`config.mk`:
```
export PLATFORM = sky130hd
export DESIGN_NAME = line_clear_engine
export DESIGN_NICKNAME = d
export VERILOG_FILES = /design/src/rtl/line_clear_engine.sv
export SDC_FILE = /design/constraint.sdc
export NUM_CORES = 1
export LEC_CHECK = 0
export ABC_AREA = 1
export BUFFER_PORTS_ARGS = -buffer_cell sky130_fd_sc_hd__buf_2
export CAP_MARGIN = 20
export CORE_ASPECT_RATIO = 0.75
export CORE_MARGIN = 1
export CORE_UTILIZATION = 50
export CTS_CLUSTER_DIAMETER = 150
export DETAILED_ROUTE_END_ITERATION = 10
export PLACE_DENSITY_LB_ADDON = 0.3
export SYNTH_ARGS = -nofsm -noshare
export SYNTH_HDL_FRONTEND = slang
export SYNTH_SLANG_ARGS = --single-unit
```
`constraint.sdc`:
```
create_clock -name CLOCK_50 -period 2.9 [get_ports CLOCK_50]
set_input_delay 0.87 -clock CLOCK_50 [delete_from_list [all_inputs] [get_ports CLOCK_50]]
set_output_delay 0.87 -clock CLOCK_50 [all_outputs]
set_load 0.02 [all_outputs]
```
`src/rtl/line_clear_engine.sv`:
```
// Row-clear engine: scans the board bottom-up, drops full rows, compacts the
// rest downward, zero-fills the top and accumulates a saturating score.
module line_clear_engine #(
  parameter int BOARD_W = 10,
  parameter int BOARD_H = 20,
  parameter int XW      = 4,
  parameter int YW      = 5,
  parameter int SCORE_W = 5
) (
  input  logic               CLOCK_50,
  input  logic               resetn,
  input  logic               start,
  output logic               busy,
  output logic               done,
  output logic [YW-1:0]      lines_cleared,
  output logic [SCORE_W-1:0] score,
  output logic [XW-1:0]      board_rx,
  output logic [YW-1:0]      board_ry,
  input  logic               board_rdata,
  output logic               board_we,
  output logic [XW-1:0]      board_wx,
  output logic [YW-1:0]      board_wy,
  output logic               board_wdata
);

  localparam int CW   = XW + 1;
  localparam int SW   = ((SCORE_W > YW) ? SCORE_W : YW) + 1;
  localparam int SMAX = 2**SCORE_W - 1;
  localparam logic signed [YW:0] ONE = 1;

  typedef enum logic [2:0] {S_IDLE, S_READ, S_EVAL, S_COPY, S_FILL, S_DONE} state_t;

  state_t                state_q, state_d;
  logic signed [YW:0]    src_q, src_d, dst_q, dst_d;
  logic [BOARD_W-1:0]    rowbuf_q, rowbuf_d;
  logic [CW-1:0]         col_q, col_d;
  logic [YW-1:0]         cnt_q, cnt_d, lines_q, lines_d;
  logic [SCORE_W-1:0]    score_q, score_d, score_sat;
  logic [SW-1:0]         sum;
  logic                  reading, writing, wbit;

  // Shared successor rule after src/dst have been updated.
  function automatic state_t advance(input logic signed [YW:0] s, input logic signed [YW:0] d);
    if (!s[YW])      return S_READ;
    else if (!d[YW]) return S_FILL;
    else             return S_DONE;
  endfunction

  always_ff @(posedge CLOCK_50 or posedge resetn) begin
    if (resetn) begin
      state_q  <= S_IDLE;
      src_q    <= '0;
      dst_q    <= '0;
      rowbuf_q <= '0;
      col_q    <= '0;
      cnt_q    <= '0;
      lines_q  <= '0;
      score_q  <= '0;
    end else begin
      state_q  <= state_d;
      src_q    <= src_d;
      dst_q    <= dst_d;
      rowbuf_q <= rowbuf_d;
      col_q    <= col_d;
      cnt_q    <= cnt_d;
      lines_q  <= lines_d;
      score_q  <= score_d;
    end
  end

  always_comb begin
    sum       = SW'(score_q) + SW'(cnt_q);
    score_sat = (sum > SW'(SMAX)) ? '1 : SCORE_W'(sum);
  end

  always_comb begin
    state_d  = state_q;
    src_d    = src_q;
    dst_d    = dst_q;
    rowbuf_d = rowbuf_q;
    col_d    = col_q;
    cnt_d    = cnt_q;
    lines_d  = lines_q;
    score_d  = score_q;
    case (state_q)
      S_IDLE: begin
        if (start) begin
          src_d   = (YW+1)'(BOARD_H - 1);
          dst_d   = (YW+1)'(BOARD_H - 1);
          cnt_d   = '0;
          col_d   = '0;
          state_d = S_READ;
        end
      end
      S_READ: begin
        // RAM data lags the address by one cycle, so cycle c captures column c-1.
        for (int unsigned i = 0; i < BOARD_W; i++)
          if (col_q == CW'(i + 1)) rowbuf_d[i] = board_rdata;
        if (col_q == CW'(BOARD_W)) begin
          col_d   = '0;
          state_d = S_EVAL;
        end else begin
          col_d = col_q + 1'b1;
        end
      end
      S_EVAL: begin
        if (&rowbuf_q) begin
          cnt_d   = cnt_q + YW'(1);
          src_d   = src_q - ONE;
          state_d = advance(src_d, dst_q);
        end else if (src_q != dst_q) begin
          state_d = S_COPY;
        end else begin
          src_d   = src_q - ONE;
          dst_d   = dst_q - ONE;
          state_d = advance(src_d, dst_d);
        end
      end
      S_COPY: begin
        if (col_q == CW'(BOARD_W - 1)) begin
          col_d   = '0;
          src_d   = src_q - ONE;
          dst_d   = dst_q - ONE;
          state_d = advance(src_d, dst_d);
        end else begin
          col_d = col_q + 1'b1;
        end
      end
      S_FILL: begin
        if (col_q == CW'(BOARD_W - 1)) begin
          col_d   = '0;
          dst_d   = dst_q - ONE;
          state_d = dst_d[YW] ? S_DONE : S_FILL;
        end else begin
          col_d = col_q + 1'b1;
        end
      end
      S_DONE: begin
        lines_d = cnt_q;
        score_d = score_sat;
        state_d = S_IDLE;
      end
      default: state_d = S_IDLE;
    endcase
  end

  always_comb begin
    busy          = (state_q != S_IDLE);
    done          = (state_q == S_DONE);
    lines_cleared = done ? cnt_q : lines_q;
    score         = done ? score_sat : score_q;
    reading       = (state_q == S_READ) && (col_q < CW'(BOARD_W));
    writing       = (state_q == S_COPY) || (state_q == S_FILL);
    board_rx      = reading ? col_q[XW-1:0] : '0;
    board_ry      = reading ? src_q[YW-1:0] : '0;
    board_we      = writing;
    board_wx      = writing ? col_q[XW-1:0] : '0;
    board_wy      = writing ? dst_q[YW-1:0] : '0;
    wbit          = 1'b0;
    for (int unsigned i = 0; i < BOARD_W; i++)
      if ((state_q == S_COPY) && (col_q == CW'(i))) wbit = rowbuf_q[i];
    board_wdata   = wbit;
  end

endmodule

```
==> results_tabular.tex <==
\begin{tabular}{lr}
\hline
Metric & Value \\
\hline
\multicolumn{2}{l}{\textbf{Synthesis}} \\
Cells taking the most area after synthesis & dfrtp\_1, nand2\_1, nor2\_1 \\
Seq cells post-synth & 45 \\
Cell area after synthesis & 2870 µm² \\
Yosys top cell area share & 39.2\% \\
Average footprint of a synthesized cell & around 7.3 µm² \\
Post-synthesis cell count & $\sim$390 \\
Total nets after synthesis & 409 \\
Synthesis Warnings & 0 \\
Unique cell type count in the Yosys netlist & 32 \\
Cell type contributing the most total cell area after synthesis & dfrtp\_1 \\
Sequential area share after synthesis & 39.2\% \\
\multicolumn{2}{l}{\textbf{Worst setup path}} \\
Required arrival time at the worst endpoint & between 2 and 2.5 ns \\
Critical path capture point type & output pin \\
Largest stage delay, worst path & 0.44 ns \\
Type of the worst setup path & flip-flop to output pin \\
Crit path launch type & flip-flop \\
Arrival time of data at the critical path endpoint & $\sim$2 ns \\
Crit-path most repeated cell & nand2\_1 \\
Critical path fanouts, max & 3 \\
Worst Reg-to-Reg Cells & 10 \\
Slowest stage cell on the critical path & dfrtp\_2 \\
Cell-by-cell listing of the critical path & inv\_4, buf\_12, ha\_4, nand2\_2, nor2\_1, nand2\_1, nand2\_1, nand2\_1, nand2\_1, nand2\_1, nand2\_1, nand2\_1, nand2\_1, nand2\_2, a21oi\_2, buf\_4 \\
\multicolumn{2}{l}{\textbf{Layout}} \\
Final Net Count & 467 \\
Number of fill cells in the layout & between 400 and 500 \\
Share of post-route cells with drive strength above 1 & 26.7\% \\
Final antenna diode count & 0 \\
Layout Cell Area excl Fill & approximately 3500 µm² \\
Final Core Density & 65.0\% \\
Layout area overhead & 23.1\% \\
\multicolumn{2}{l}{\textbf{Power and ir drop}} \\
Maximum vdd drop & approximately 0.42 mV \\
P per Cell Area & about 930 nW/µm² \\
Leak pwr & 1.76 nW \\
\multicolumn{2}{l}{\textbf{Place}} \\
Post-detail-place hpwl & approximately 4900 µm \\
Total of buffers placed on input and output ports & 35 \\
Final weighted congestion of routability-driven global placement & slightly above 0.9 \\
Worst slack after detailed placement & between 0.2 and 0.25 ns \\
Cell area after placement & 3160 µm² \\
\multicolumn{2}{l}{\textbf{CTS}} \\
CTS buffer count & 5 \\
Worst-Skew Late Latency & 0.30 ns \\
Buffer levels on the longest clock path & 2 \\
Clock-pin slew on the worst setup and hold paths & 0.08 ns \\
Clock Tree Root & clkbuf\_8 \\
CTS tree & built \\
Clock tree sinks & 45 \\
CTS H-Tree Depth & 2 \\
\multicolumn{2}{l}{\textbf{Floorplanning}} \\
Total number of placement rows & 23 \\
Die footprint & 6050 µm² \\
Initial cell density of the core & 52.8\% \\
Die W & 89.5 µm \\
Die height & between 60 and 70 µm \\
Count of boundary I/O pins & 36 \\
Total core area & 5440 µm² \\
\multicolumn{2}{l}{\textbf{Timing}} \\
Number of setup violations in the final report & 0 \\
Period minus WS final & 2.88 ns \\
RSZ-0062 raised after global routing & yes \\
Final TNS setup & 0 ns \\
Final worst clock skew & between 0.003 and 0.004 ns \\
Max-Slew Margin vs Limit & between 50 and 60\% \\
Total count of hold-check failures in the final report & 0 \\
Fin worst setup slack & around 0.021 ns \\
Max frequency & 347 MHz \\
Part of the cycle the worst path needs & approximately 99\% \\
Pin slew with the least headroom to its limit & 0.627 ns \\
Count of pins over their slew limit & 0 \\
\multicolumn{2}{l}{\textbf{Drt}} \\
Via Count & 2,751 \\
Post-route DRC violation count & 0 \\
Vias per cell & 5.24 \\
Number of antenna-violating nets in the routed design & 0 \\
Total wire length & 7180 µm \\
Routed len/inst & about 14 µm \\
Number of DRC markers in iteration 0 & between 200 and 250 \\
Length of the first detailed-routing pass in iterations & 5 \\
\multicolumn{2}{l}{\textbf{Run}} \\
Maximum Capacitance Violations & 0 \\
\multicolumn{2}{l}{\textbf{GRT}} \\
Largest net degree at the start of global routing & 30 \\
First-pass GRT wire length & around 11,000 µm \\
Total congestion overflow after global routing & 0 \\
Number of global-route vias before repair & 2,270 \\
Initial antenna violation count & 0 \\
All-layer global routing usage & 23.9\% \\
\multicolumn{2}{l}{\textbf{Run status}} \\
Result of the run & complete, no violations \\
\multicolumn{2}{l}{\textbf{Min path}} \\
Worst Hold Path Cells & 2 \\
Class of the tightest hold or removal check & flip-flop to flip-flop \\
\hline
\end{tabular}
-- per-layer routing --
layer / wire [µm] / track usage (%) / vias up
li1: - / - / 1371
met1: 3520 / 35.8 / 1256
met3: 447 / 4.40 / 14
met4: 133 / 7.74 / 0
met5: 0 / 0 / -
met2: 3080 / 34.6 / 110
-- placed cells by master, fill, tap and decap left out, types with 14 or more instances in the layout --
cell type,count
nand2_1,84
nor2_1,47
inv_1,42
dfrtp_1,40
buf_2,31
nand3_1,25
o21ai_0,19
buf_4,19
o21ai_1,17
xor2_1,15
inv_2,14
-- what timing repair did --
item / CTS / global route
cloned: 0 / 1
endpoints found under the setup margin: 5 / 16
pin swaps: 0 / 19
setup buffers: 4 / 10
hold buffers: 0 / 0
gates resized for setup: 9 / 42
-- sequential cells by signal (all words and copies together), names as in the netlist --
signal	count
cnt_q	5
score_q	5
lines_q	5
src_q	6
dst_q	6
rowbuf_q	10
state_q	3
col_q	5
-- cell usage after synthesis --
master,n
a21boi_1,1
a21oi_1,16
a21oi_2,1
a31oi_1,5
buf_2,2
clkbuf_1,1
clkinv_1,1
clkinv_4,1
dfrtp_1,45
fa_1,1
ha_1,12
inv_1,48
inv_2,11
nand2_1,90
nand2_2,3
nand3_1,26
nand3_2,2
nand3_4,1
nand3b_1,1
nand4_1,3
nor2_1,49
nor2_2,4
nor2_4,4
nor3_1,4
nor3b_1,1
o21a_1,2
o21ai_0,24
o21ai_1,13
o21ai_2,1
o22ai_1,3
xnor2_1,1
xor2_1,15
-- layout make-up --
type	count	area, µm²	area share, %
multi-input cells	283	1620	45.7
flip-flops and latches	45	1130	32.0
repair buffers	53	340	9.62
inverters	61	243	6.86
well taps	75	93.8	2.65
clock buffers	5	68.8	1.95
clock inverters	2	35.0	0.991
repair inverters	1	7.51	0.212
-- through the flow --
step | hold slack, ns | power (W) | instances
finish | 0.507 | 0.00328 | 525
global route | 0.532 | 0.00353 | 525
CTS | 0.509 | 0.00302 | 514
detailed placement | 0.488 | 0.00250 | 503
global placement | 0.476 | 0.00247 | 503
floorplan | 0.467 | 0.00210 | 392
-- final timing paths --
check                            from           to  slack, ns
max                          col_q[0]  board_wdata       0.02
min                        lines_q[2]   lines_q[2]       0.51
max reg2reg                  cnt_q[1]   score_q[3]       1.12
min reg2reg                lines_q[2]   lines_q[2]       0.51
max in group asynchronous      resetn     cnt_q[2]       1.60
min in group asynchronous      resetn     src_q[5]       0.56
-- where the power goes --
group	switching, W	internal, W	leakage, nW
clock	0.000214	0.000251	0.0540
combinational	0.00119	0.000658	1.19
sequential	0.000165	0.000798	0.518
total	0.00157	0.00171	1.76
-- worst max-delay path, delay by kind of cell, from the launching register on --
family,cells,cell delay [ns]
adder cells (fa/ha/maj),1,0.13
buffers and inverters,3,0.35
AO/OA/AOI/OAI,1,0.12
flip-flops,1,0.44
AND/OR/NAND/NOR,11,0.67
-- cell families (layout without fill, tap and decap cells) --
family,after synthesis,in the layout,share of synthesized area [%]
AO/OA/AOI/OAI,66,66,12.4
AND/OR/NAND/NOR,188,188,29.0
flip-flops,45,45,39.2
adder cells (fa/ha/maj),13,13,5.93
buffers and inverters,64,122,8.63
XOR/XNOR,16,16,4.88
Power figures use the tool's default switching activity.
